===== src/rtl/tube_pkg.sv =====
// Shared constants for the 8-digit multiplexed tube display: segment code
// table (active-low, dp off), blank code and digit count.
package tube_pkg;

    localparam int unsigned NUM_DIGITS = 8;
    localparam logic [7:0]  SEG_BLANK  = 8'hFF;

    // Entry n is the active-low pattern for hex digit n; element 15 is listed first.
    localparam logic [15:0][7:0] SEG_TABLE = {
        8'h8E, 8'h86, 8'hA1, 8'hC6, 8'h83, 8'h88, 8'h90, 8'h80,
        8'hF8, 8'h82, 8'h92, 8'h99, 8'hB0, 8'hA4, 8'hF9, 8'hC0
    };

    // One-cold anode pattern for a digit index.
    function automatic logic [7:0] digit_anode(input logic [2:0] idx);
        return ~(8'b0000_0001 << idx);
    endfunction

endpackage


===== src/rtl/hex7seg.sv =====
// Combinational 4-bit to 8-bit seven-segment decoder (active-low, dp off).
module hex7seg
    import tube_pkg::*;
(
    input  logic [3:0] nibble,
    output logic [7:0] seg
);

    // Table lookup of the segment pattern.
    always_comb begin
        seg = SEG_TABLE[nibble];
    end

endmodule


===== src/rtl/tube_scan.sv =====
// Multiplexed 8-digit hex tube driver with a byte-writable value register.
// Optional leading-zero blanking is enabled by defining TUBE_LZB_EN.
module tube_scan
    import tube_pkg::*;
#(
    parameter int unsigned SCAN_DIV = 50000
) (
    input  logic        clk,
    input  logic        reset,
    input  logic        we,
    input  logic [3:0]  byteen,
    input  logic [31:0] WD,
    output logic [31:0] RD,
    output logic [7:0]  digit_sel,
    output logic [7:0]  seg
);

    localparam int unsigned      CNT_W    = $clog2(SCAN_DIV);
    localparam logic [CNT_W-1:0] DIV_LAST = CNT_W'(SCAN_DIV - 1);

    logic [31:0]      value_q, value_d;
    logic [CNT_W-1:0] div_cnt_q, div_cnt_d;
    logic [2:0]       idx_q, idx_d;
    logic [7:0]       digit_sel_q, digit_sel_d;
    logic [7:0]       seg_q, seg_d;
    logic [3:0]       nibble_s;
    logic [7:0]       hex_seg_s;
    logic             blank_s;

    // Byte-lane masked update of the display value.
    always_comb begin
        value_d = value_q;
        for (int i = 0; i < 4; i++) begin
            if (we && byteen[i]) begin
                value_d[8*i +: 8] = WD[8*i +: 8];
            end else begin
                value_d[8*i +: 8] = value_q[8*i +: 8];
            end
        end
    end

    // Dwell divider and digit index; writes never disturb the scan position.
    always_comb begin
        div_cnt_d = div_cnt_q;
        idx_d     = idx_q;
        if (div_cnt_q == DIV_LAST) begin
            div_cnt_d = '0;
            if (idx_q == 3'(NUM_DIGITS - 1)) begin
                idx_d = 3'd0;
            end else begin
                idx_d = idx_q + 3'd1;
            end
        end else begin
            div_cnt_d = div_cnt_q + {{(CNT_W-1){1'b0}}, 1'b1};
        end
    end

    assign nibble_s = value_q[{idx_q, 2'b00} +: 4];

    hex7seg u_hex7seg (
        .nibble (nibble_s),
        .seg    (hex_seg_s)
    );

`ifdef TUBE_LZB_EN
    logic [31:0] upper_s;
    assign upper_s = value_q >> {idx_q, 2'b00};

    // A digit is blank when it and everything above it is zero; digit 0 always shows.
    always_comb begin
        if (idx_q != 3'd0) begin
            blank_s = (upper_s == 32'd0);
        end else begin
            blank_s = 1'b0;
        end
    end
`else
    assign blank_s = 1'b0;
`endif

    // Next pin values, registered one cycle behind idx/value.
    always_comb begin
        digit_sel_d = digit_anode(idx_q);
        if (blank_s) begin
            seg_d = SEG_BLANK;
        end else begin
            seg_d = hex_seg_s;
        end
    end

    // State and output registers; reset blanks the display immediately.
    always_ff @(posedge clk or negedge reset) begin
        if (!reset) begin
            value_q     <= 32'd0;
            div_cnt_q   <= '0;
            idx_q       <= 3'd0;
            digit_sel_q <= SEG_BLANK;
            seg_q       <= SEG_BLANK;
        end else begin
            value_q     <= value_d;
            div_cnt_q   <= div_cnt_d;
            idx_q       <= idx_d;
            digit_sel_q <= digit_sel_d;
            seg_q       <= seg_d;
        end
    end

    assign RD        = value_q;
    assign digit_sel = digit_sel_q;
    assign seg       = seg_q;

endmodule


===== config.mk =====
export PLATFORM = sky130hd
export DESIGN_NAME = tube_scan
export DESIGN_NICKNAME = d
export VERILOG_FILES = /design/src/rtl/tube_pkg.sv /design/src/rtl/hex7seg.sv /design/src/rtl/tube_scan.sv
export SDC_FILE = /design/constraint.sdc
export NUM_CORES = 1
export LEC_CHECK = 0
export ABC_AREA = 0
export ABC_CLOCK_PERIOD_IN_PS = 3800
export CAP_MARGIN = 0
export CORE_UTILIZATION = 45
export DETAILED_ROUTE_END_ITERATION = 8
export PLACE_DENSITY = 0.78
export SYNTH_ARGS = -nofsm -noshare
export SYNTH_HDL_FRONTEND = slang
export SYNTH_SLANG_ARGS = --single-unit

===== constraint.sdc =====
create_clock -name clk -period 3.8 [get_ports clk]
set_input_delay 0.38 -clock clk [delete_from_list [all_inputs] [get_ports clk]]
set_output_delay 0.38 -clock clk [all_outputs]
set_load 0.05 [all_outputs]

After elaboration in Yosys (flattened, before gate mapping). Memory sizes are Yosys's and may differ from the RTL's. A register that Yosys moved wholly into a read port is not among the register bits. Cells that the tools add are included.

Memories kept: 1. Bits in read-only memories: 128. Logic and storage cells: 22. Register bits: 59.

Equality and inequality tests: 2. $add $sub $neg: 2. Shift-type cells: 2. Muxes and demuxes: 2. Bitwise logic cells: 1. Reductions and logical operators: 5.

Memory list: (name not given) (depth 16, bits a word 8, read ports 1, clocked after Yosys merged registers in 1, write ports 0, RTL line hex7seg.sv:11) `seg = SEG_TABLE[nibble];`.

Operators with widths (count): 32-bit by 6-bit variable part select with 4-bit output (1); 16-bit by 1-bit adder with 16-bit output, second input constant (1); 16-bit == test, second input constant (1); 16-bit 2-to-1 mux (1); 8-bit NOT (1); 1-bit by 3-bit left shift with 8-bit output, first input constant (1); 1-bit logical AND (4); 3-bit by 1-bit adder with 3-bit output, second input constant (1); 3-bit == test, second input constant (1); 3-bit 2-to-1 mux (1); 1-bit zero test (1).

Longest topological paths before layout.
Depth in word-level cells: 2. Gate-level depth with buffers: 8. Mapped depth without buffers: 7.

Hierarchy. A second synthesis with hierarchy kept.

Cell total of the unflattened synthesis: 240. Area, all modules: 3078.0 µm².

Modules (own cells, without submodules): tube_scan (sequential area each 1696.6 µm², instances 1, cells an instance 203, area each 2819.0 µm²); hex7seg (sequential area each 0.0 µm², instances 1, cells an instance 37, area each 259.0 µm²).

Worst setup path before layout. No wires, ideal clock.

Path kind: register -> register. From: reg value_q[5], in the netlist RD[5]. To: reg seg_q[0], in the netlist seg[0]. Path buffers: 0. Setup time: 82 ps. Path slack: 1550 ps. Cell stages (with the launch flop): 7. Required time: 3718 ps. Arrival time: 2169 ps. Cells stage by stage: dfrtp_1 mux4_1 mux2i_1 inv_1 ha_1 and3_1 a211o_1.

Cells in the longest elaborated chain, start to end: 1.

RTL lines: from (decl) (RTL line tube_scan.sv:21) `logic [31:0] value_q, value_d;`; from (signal assigned) (RTL line tube_scan.sv:100) `value_q <= value_d;`; 32-bit by 6-bit variable part select with 4-bit output (RTL line tube_scan.sv:58) `assign nibble_s = value_q[{idx_q, 2'b00} +: 4];`; to (decl) (RTL line tube_scan.sv:25) `logic [7:0] seg_q, seg_d;`.

Every way passes these cells. A chain may end at the register's enable or synchronous reset.

Worst setup path after layout.
From: reg idx_q[0]. To: reg seg_q[0], in the netlist seg[0].

Cells in the longest elaborated chain, start to end: 1.

RTL lines: from (decl) (RTL line tube_scan.sv:23) `logic [2:0] idx_q, idx_d;`; from (signal assigned) (RTL line tube_scan.sv:102) `idx_q <= idx_d;`; 32-bit by 6-bit variable part select with 4-bit output (RTL line tube_scan.sv:58).

Every way passes these cells.

==> metrics <==
Syn Area/Cell=~14 sq um; Worst path top cell family by delay=multiplexers; routed vias=between 2k and 2.5k; final WL=6.639 mm; Mapped Nets=278; Post-Synth Simple-Gate Area=around 8.4%; vias in the first global route=around 2.2k; Worst-path clk slew=approximately 0.070 ns; Crit-path slowest cell=dfrtp_1; complex-gate fraction of the synthesized area=around 2.9%; CP peak stage delay=roughly 0.70 ns; 1st-iter DRT viols=90; cts hold-fix bufs=0; H-Tree Level Count=3; post-DR wirelength/cell=about 17 um; Register-to-Register Path Depth=6; Ys Warns=0; peak supply drop=about 0.32 mV; clk_lat worst skew=between 0.3 and 0.4 ns; All-Layer GR Usage=roughly a fifth; FP Rows=29; RSZ-0062 raised after global routing=false; width of the die=84.99 um; Tot Pwr=2.027 mW; Reg2Reg Capture Point=seg[0]; data arrival time of the worst path=3.00 ns; Max Fanout on Critical Path=11; clk buf depth=2; Mapped Cells=226; Crit Path Class=reg2reg; Cell Pwr Density=slightly below 500 mW/mm^2; worst slack, placed=1.058 ns; relative slew slack=roughly 49%; CTS Sinks=66; Worst Hold Class=in2async; post_cts resized=0; grt total ovfl=0; Final period util=between 70% and 80%; CP bufs+invs=1; fin util=between 60% and 70%; crit-path cells=mux4_1 > mux2i_1 > inv_1 > ha_1 > and3_1 > a211o_1; layout net count=roughly 370; WP data required=about 4.1 ns; drt via density=roughly 5.3; IO Pins=slightly below 90; Multi-input gate area=between 0.001 and 0.0015 sq mm; FF+latch count, synth=66; CTS tree=built; full die area=around 0.0072 sq mm; share of cells above drive strength 1=23.36%; core area=0.006495 sq mm; worst slew pin tran=about 0.77 ns; Max-Cap Viols=0; post-synthesis adder-cell area fraction=5.248%; R2R setup slack=1.06 ns; Initial Util=47.72%; die height=~85 um; Max Slew Vio Count=0; status=complete, no violations; antenna fix cells=0; largest net degree at the start of global routing=35; antenna violations before repair=0; first-pass GRT wire length=11.14 mm; # setup viols final=0; GP Congestion=0.7952; Synth Area in XOR/XNOR=between 3 and 4%; Post-CTS Setup Bufs=0; main combinational cell family by area after synthesis=multiplexers; Fmax=364.8 MHz; final worst path period need=roughly 2.7 ns; Lkg Pwr=1.777 nW; synth unique cells=37; antenna-violating nets left=0; CTS Buf Count=9; FF+latch area=0.001670 sq mm; total negative setup slack=0 ns; fillers=~500; sequential cell area fraction in the yosys report=about 54%; placed wire-length estimate=approximately 5.0 mm; Critical R2R Launch=idx_q[0]; Startpoint Class=register; Fin Hold WS=0.1151 ns; Syn-to-layout area delta=35.32%; PortBufs=between 80 and 90; CTS Root Cell=clkbuf_8; Final Skew=~0.0077 ns; final hold violation count=0; Setup WS post-layout=roughly 1.1 ns; DRC=0; CP endpoint kind=register; Detailed Routing Iterations Pass 1=4; mapped cell area=slightly above 0.003 sq mm; multiplexer share of the synthesized area=about 23%
==> cell usage in the layout (no fill, tap or decap), drive strengths merged <==
cell	count
nor3b	1
a22o	1
dfrtp	51
clkbuf	11
xnor2	6
mux4	8
nand4	1
a2bb2oi	1
or3	3
clkinvlp	2
nor4b	1
a211o	1
and3	3
clkdlybuf4s50	84
mux2	35
ha	13
xor2	6
nand3	10
conb	1
a21oi	3
o21ai	6
o31ai	1
nand2	16
bufinv	1
mux2i	10
buf	2
inv	10
clkinv	2
nor2	8
nor4bb	2
dfstp	15
and4	4
o2bb2ai	1
nor2b	1
==> metrics by stage <==
step | std cells | cell area (sq um)
after floorplan | 226 | 3099
after global placement | 382 | 3998
after detailed placement | 382 | 3998
after CTS | 398 | 4194
after global routing | 398 | 4194
final | 398 | 4194
==> report_power, final <==
part           total, mW  switching (mW)  internal [mW]
clock network      0.579           0.260          0.319
logic              0.614           0.373          0.242
registers          0.834          0.0495          0.785
total               2.03           0.682           1.35
==> Yosys cell counts <==
cell,number,share of area [%]
xor2_1,6,1.7
mux2i_1,8,2.6
inv_1,9,1.1
mux2i_4,2,1.5
nand3_1,10,1.6
mux4_1,4,3.4
nor2b_1,1,0.20
a211o_1,1,0.28
and3_1,3,0.61
nor4bb_1,2,0.65
buf_6,1,0.36
nand4_1,1,0.20
clkbuf_1,3,0.36
o21ai_0,5,0.81
conb_1,1,0.12
o2bb2ai_1,1,0.28
buf_4,2,0.48
inv_2,1,0.12
or3_1,3,0.61
xnor2_1,6,1.7
clkbuf_8,1,0.44
a2bb2oi_1,1,0.28
nor4b_1,1,0.28
o31ai_1,1,0.24
nor3b_1,1,0.24
ha_1,13,5.2
nand2_1,16,1.9
dfstp_2,15,13
o21ai_1,1,0.16
and4_1,4,1.1
mux4_2,4,2.9
a21oi_1,3,0.48
nor2_1,8,0.97
mux2_2,34,12
a22o_2,1,0.32
dfrtp_1,51,41
mux2_4,1,0.48
==> cell type report <==
class / instances / share of cell area, %
Clock buffer: 11 / 3.371
Timing Repair Buffer: 86 / 20.35
Sequential cell: 66 / 39.83
Tap cell: 77 / 2.297
Clock inverter: 5 / 1.313
Inverter: 10 / 0.8950
Multi-Input combinational cell: 143 / 31.95
==> logic make-up after synthesis <==
| group | after synthesis |
|---|---|
| AOI/OAI and AO/OA | 14 |
| xor gates and xnor gates | 12 |
| adders and majority gates | 13 |
| buffers and inverters | 17 |
| DFF | 66 |
| muxes | 53 |
| other | 1 |
| and+or+nand+nor | 50 |
==> worst max path at each step <==
stage              to      from  slack [ns]  depth (start not counted)
2_1_floorplan  seg[0]     RD[5]        1.55                          6
3_3_place_gp   seg[5]  idx_q[0]        1.27                          7
3_5_place_dp   seg[5]  idx_q[0]        1.06                          7
4_1_cts        seg[5]  idx_q[0]         1.0                          7
5_1_grt        seg[5]  idx_q[0]        0.75                          7
6_report       seg[0]  idx_q[0]        1.06                          6
==> state kept, by name, summed over array words and instances (netlist names) <==
name and count:
seg 7, div_cnt_q 16, RD 32, idx_q 3, digit_sel 8
==> metal layers <==
| metal | wire (um) | vias to the layer above | GRT usage, % |
|---|---|---|---|
| li1 | - | 979 | - |
| met1 | 2989 | 1059 | 26.93 |
| met2 | 3241 | 63 | 32.11 |
| met3 | 254 | 14 | 3.988 |
| met4 | 154 | 0 | 9.707 |
| met5 | 0 | - | 0 |
Power figures use the tool's default switching activity.
==> edit, RTL diff (same flow settings) <==
Add an input register stage for `we`, `byteen` and `WD`, cleared by the reset; this delays them by one clock.
--- a/src/rtl/tube_scan.sv
+++ b/src/rtl/tube_scan.sv
@@ -20,2 +20,18 @@
 
+    logic we_q;
+    logic [3:0] byteen_q;
+    logic [31:0] WD_q;
+
+    always_ff @(posedge clk or negedge reset) begin
+        if (!reset) begin
+            we_q     <= '0;
+            byteen_q <= '0;
+            WD_q     <= '0;
+        end else begin
+            we_q     <= we;
+            byteen_q <= byteen;
+            WD_q     <= WD;
+        end
+    end
+
     logic [31:0]      value_q, value_d;
@@ -33,4 +49,4 @@
         for (int i = 0; i < 4; i++) begin
-            if (we && byteen[i]) begin
-                value_d[8*i +: 8] = WD[8*i +: 8];
+            if (we_q && byteen_q[i]) begin
+                value_d[8*i +: 8] = WD_q[8*i +: 8];
             end else begin
Check against the original RTL: not equivalent (a bounded check fails within 4 cycles, from zero or initial values and one cycle with reset low).
==> edit against the unedited design <==
Via count is 9.6% higher. Hold slack better by 70 ps. Non-clock buffer count stayed put. Power is 24% higher. Design area is 23% higher. Synthesized area is 30% higher. Sequential cell count is 37 higher. Setup slack better by 96 ps. Combinational power is 0.7% higher. Synthesized cell count is 16% higher. Wire length is 9.9% higher. Largest power group unchanged.
==> edit: results (changes against the unedited design) <==
syn_inst: 263  # was 226
drt_iter0_drc: 108  # was 90
r2r_slack_ps: 1150  # was 1060 ps
wirelength_um: 7300  # was 6640 um
maxSlewHeadroom_pct: 28.7  # was 48.9%
sw_frac_of_total_pct: 32.9  # was 33.7%
first_pass_iters: 5  # was 4
grt_start_max_net_pins: 90  # was 35
dp_cells: 450  # was 382
routed-via-count: 2319  # was 2115
place_hpwl_um: 5370  # was 5010 um
pre_cts_slack_ps: 1110  # was 1060 ps
grt_pass1_wl_um: 11900  # was 11100 um
cts.clk_slew.worst_paths_ps: 100  # was 70 ps
synthTopCellsByArea: "dfrtp_1 (55%), dfstp_2 (9.8%), mux2_2 (9.5%)"  # was dfrtp_1 (41%), dfstp_2 (13%), mux2_2 (12%)
grt.total_usage_pct: 17.8  # was 20.3%
finalHoldWorstSlack_ps: 185  # was 115 ps
cts_buffers: 9  # unchanged
r2r-end: "seg[5]"  # was seg[0]
clkLatencyLatePin_ps: 360  # was 340 ps
synth_common_cells: "dfrtp_1 (88), mux2_2 (34), nand2_1 (16)"  # was dfrtp_1 (51), mux2_2 (34), nand2_1 (16)
r2r_start: "idx_q[0]"  # unchanged
synth_nets: 315  # was 278
drive_gt1_share_pct: 21.2  # was 23.4%
finalCritPeriodShare_pct: 69.6  # was 72.1%
diodes: 0  # unchanged
fin_cells: 466  # was 398
port_buffers: 85  # unchanged
grt_pass1_vias: 2365  # was 2195
skew_ps: 14.1  # was 7.65 ps
placed_area_mm2: 0.00496  # was 0.00400 mm2
outcome: "completed"  # unchanged
gp_congestion: 0.764  # was 0.795
vdd_drop_max_mv: 0.273  # was 0.318 mV
total_leakage_power_nw: 2.20  # was 1.78 nW
rr_worst_depth: 7  # was 6
clock-root-buffer: "clkbuf_8"  # unchanged
yosysSeqAreaShare_pct: 64.5  # was 53.9%
fin_nets: 405  # was 368
crit_arrival_ps: 2940  # was 3000 ps
[edit: changes by cell type after synthesis, sizes merged]
cell,change
dfrtp,+37
[edit: power groups by stage]
stage,Combinational (mW),Sequential (mW),Clock (mW)
floorplan,0.148,1.51,0
global placement,0.614,1.28,0
detailed placement,0.623,1.28,0
CTS,0.624,1.26,0.664
global route,0.651,1.27,0.717
finish,0.618,1.26,0.645
[edit: final cells by class]
type                    instances  area [um2]
fillers                       700        3530
flip-flops and latches        103        2600
multi-input cells             143        1340
repair buffers                 86         856
well taps                     108         135
clock buffers                   9         124
clock inverters                 7        61.3
inverters                      10        37.5
[edit: worst max-delay path, stage by stage, from the launching register on]
cell	delay (ps)
dfrtp_1	670
mux4_1	620
mux2i_1	500
inv_1	150
ha_1	260
inv_1	60
mux2i_1	60
a22o_2	270
[edit: how the worst max path moves through the flow]
stage	startpoint	depth (start not counted)	to
2_1_floorplan	RD[5]	6	seg[0]
3_3_place_gp	idx_q[0]	7	seg[5]
3_5_place_dp	idx_q[0]	7	seg[5]
4_1_cts	idx_q[0]	7	seg[5]
5_1_grt	idx_q[0]	7	seg[5]
6_report	idx_q[0]	7	seg[5]
[edit: metal layers]
metal  vias to the layer above  wire length, um  global-route usage [%]
li1                       1096                -                       -
met1                      1152             3150                    22.6
met2                        62             3700                    29.2
met3                         9              323                    3.76
met4                         0              125                    8.21
met5                         -                0                       0
[edit: cell families after synthesis]
logic type	share of synthesized area, %
buffers and inverters	2.21
other	0.0932
adder cells (fa/ha/maj)	4.04
XOR/XNOR	2.61
flip-flops	64.5
AND/OR/NAND/NOR	6.50
AO/OA/AOI/OAI	2.21
multiplexers	17.8
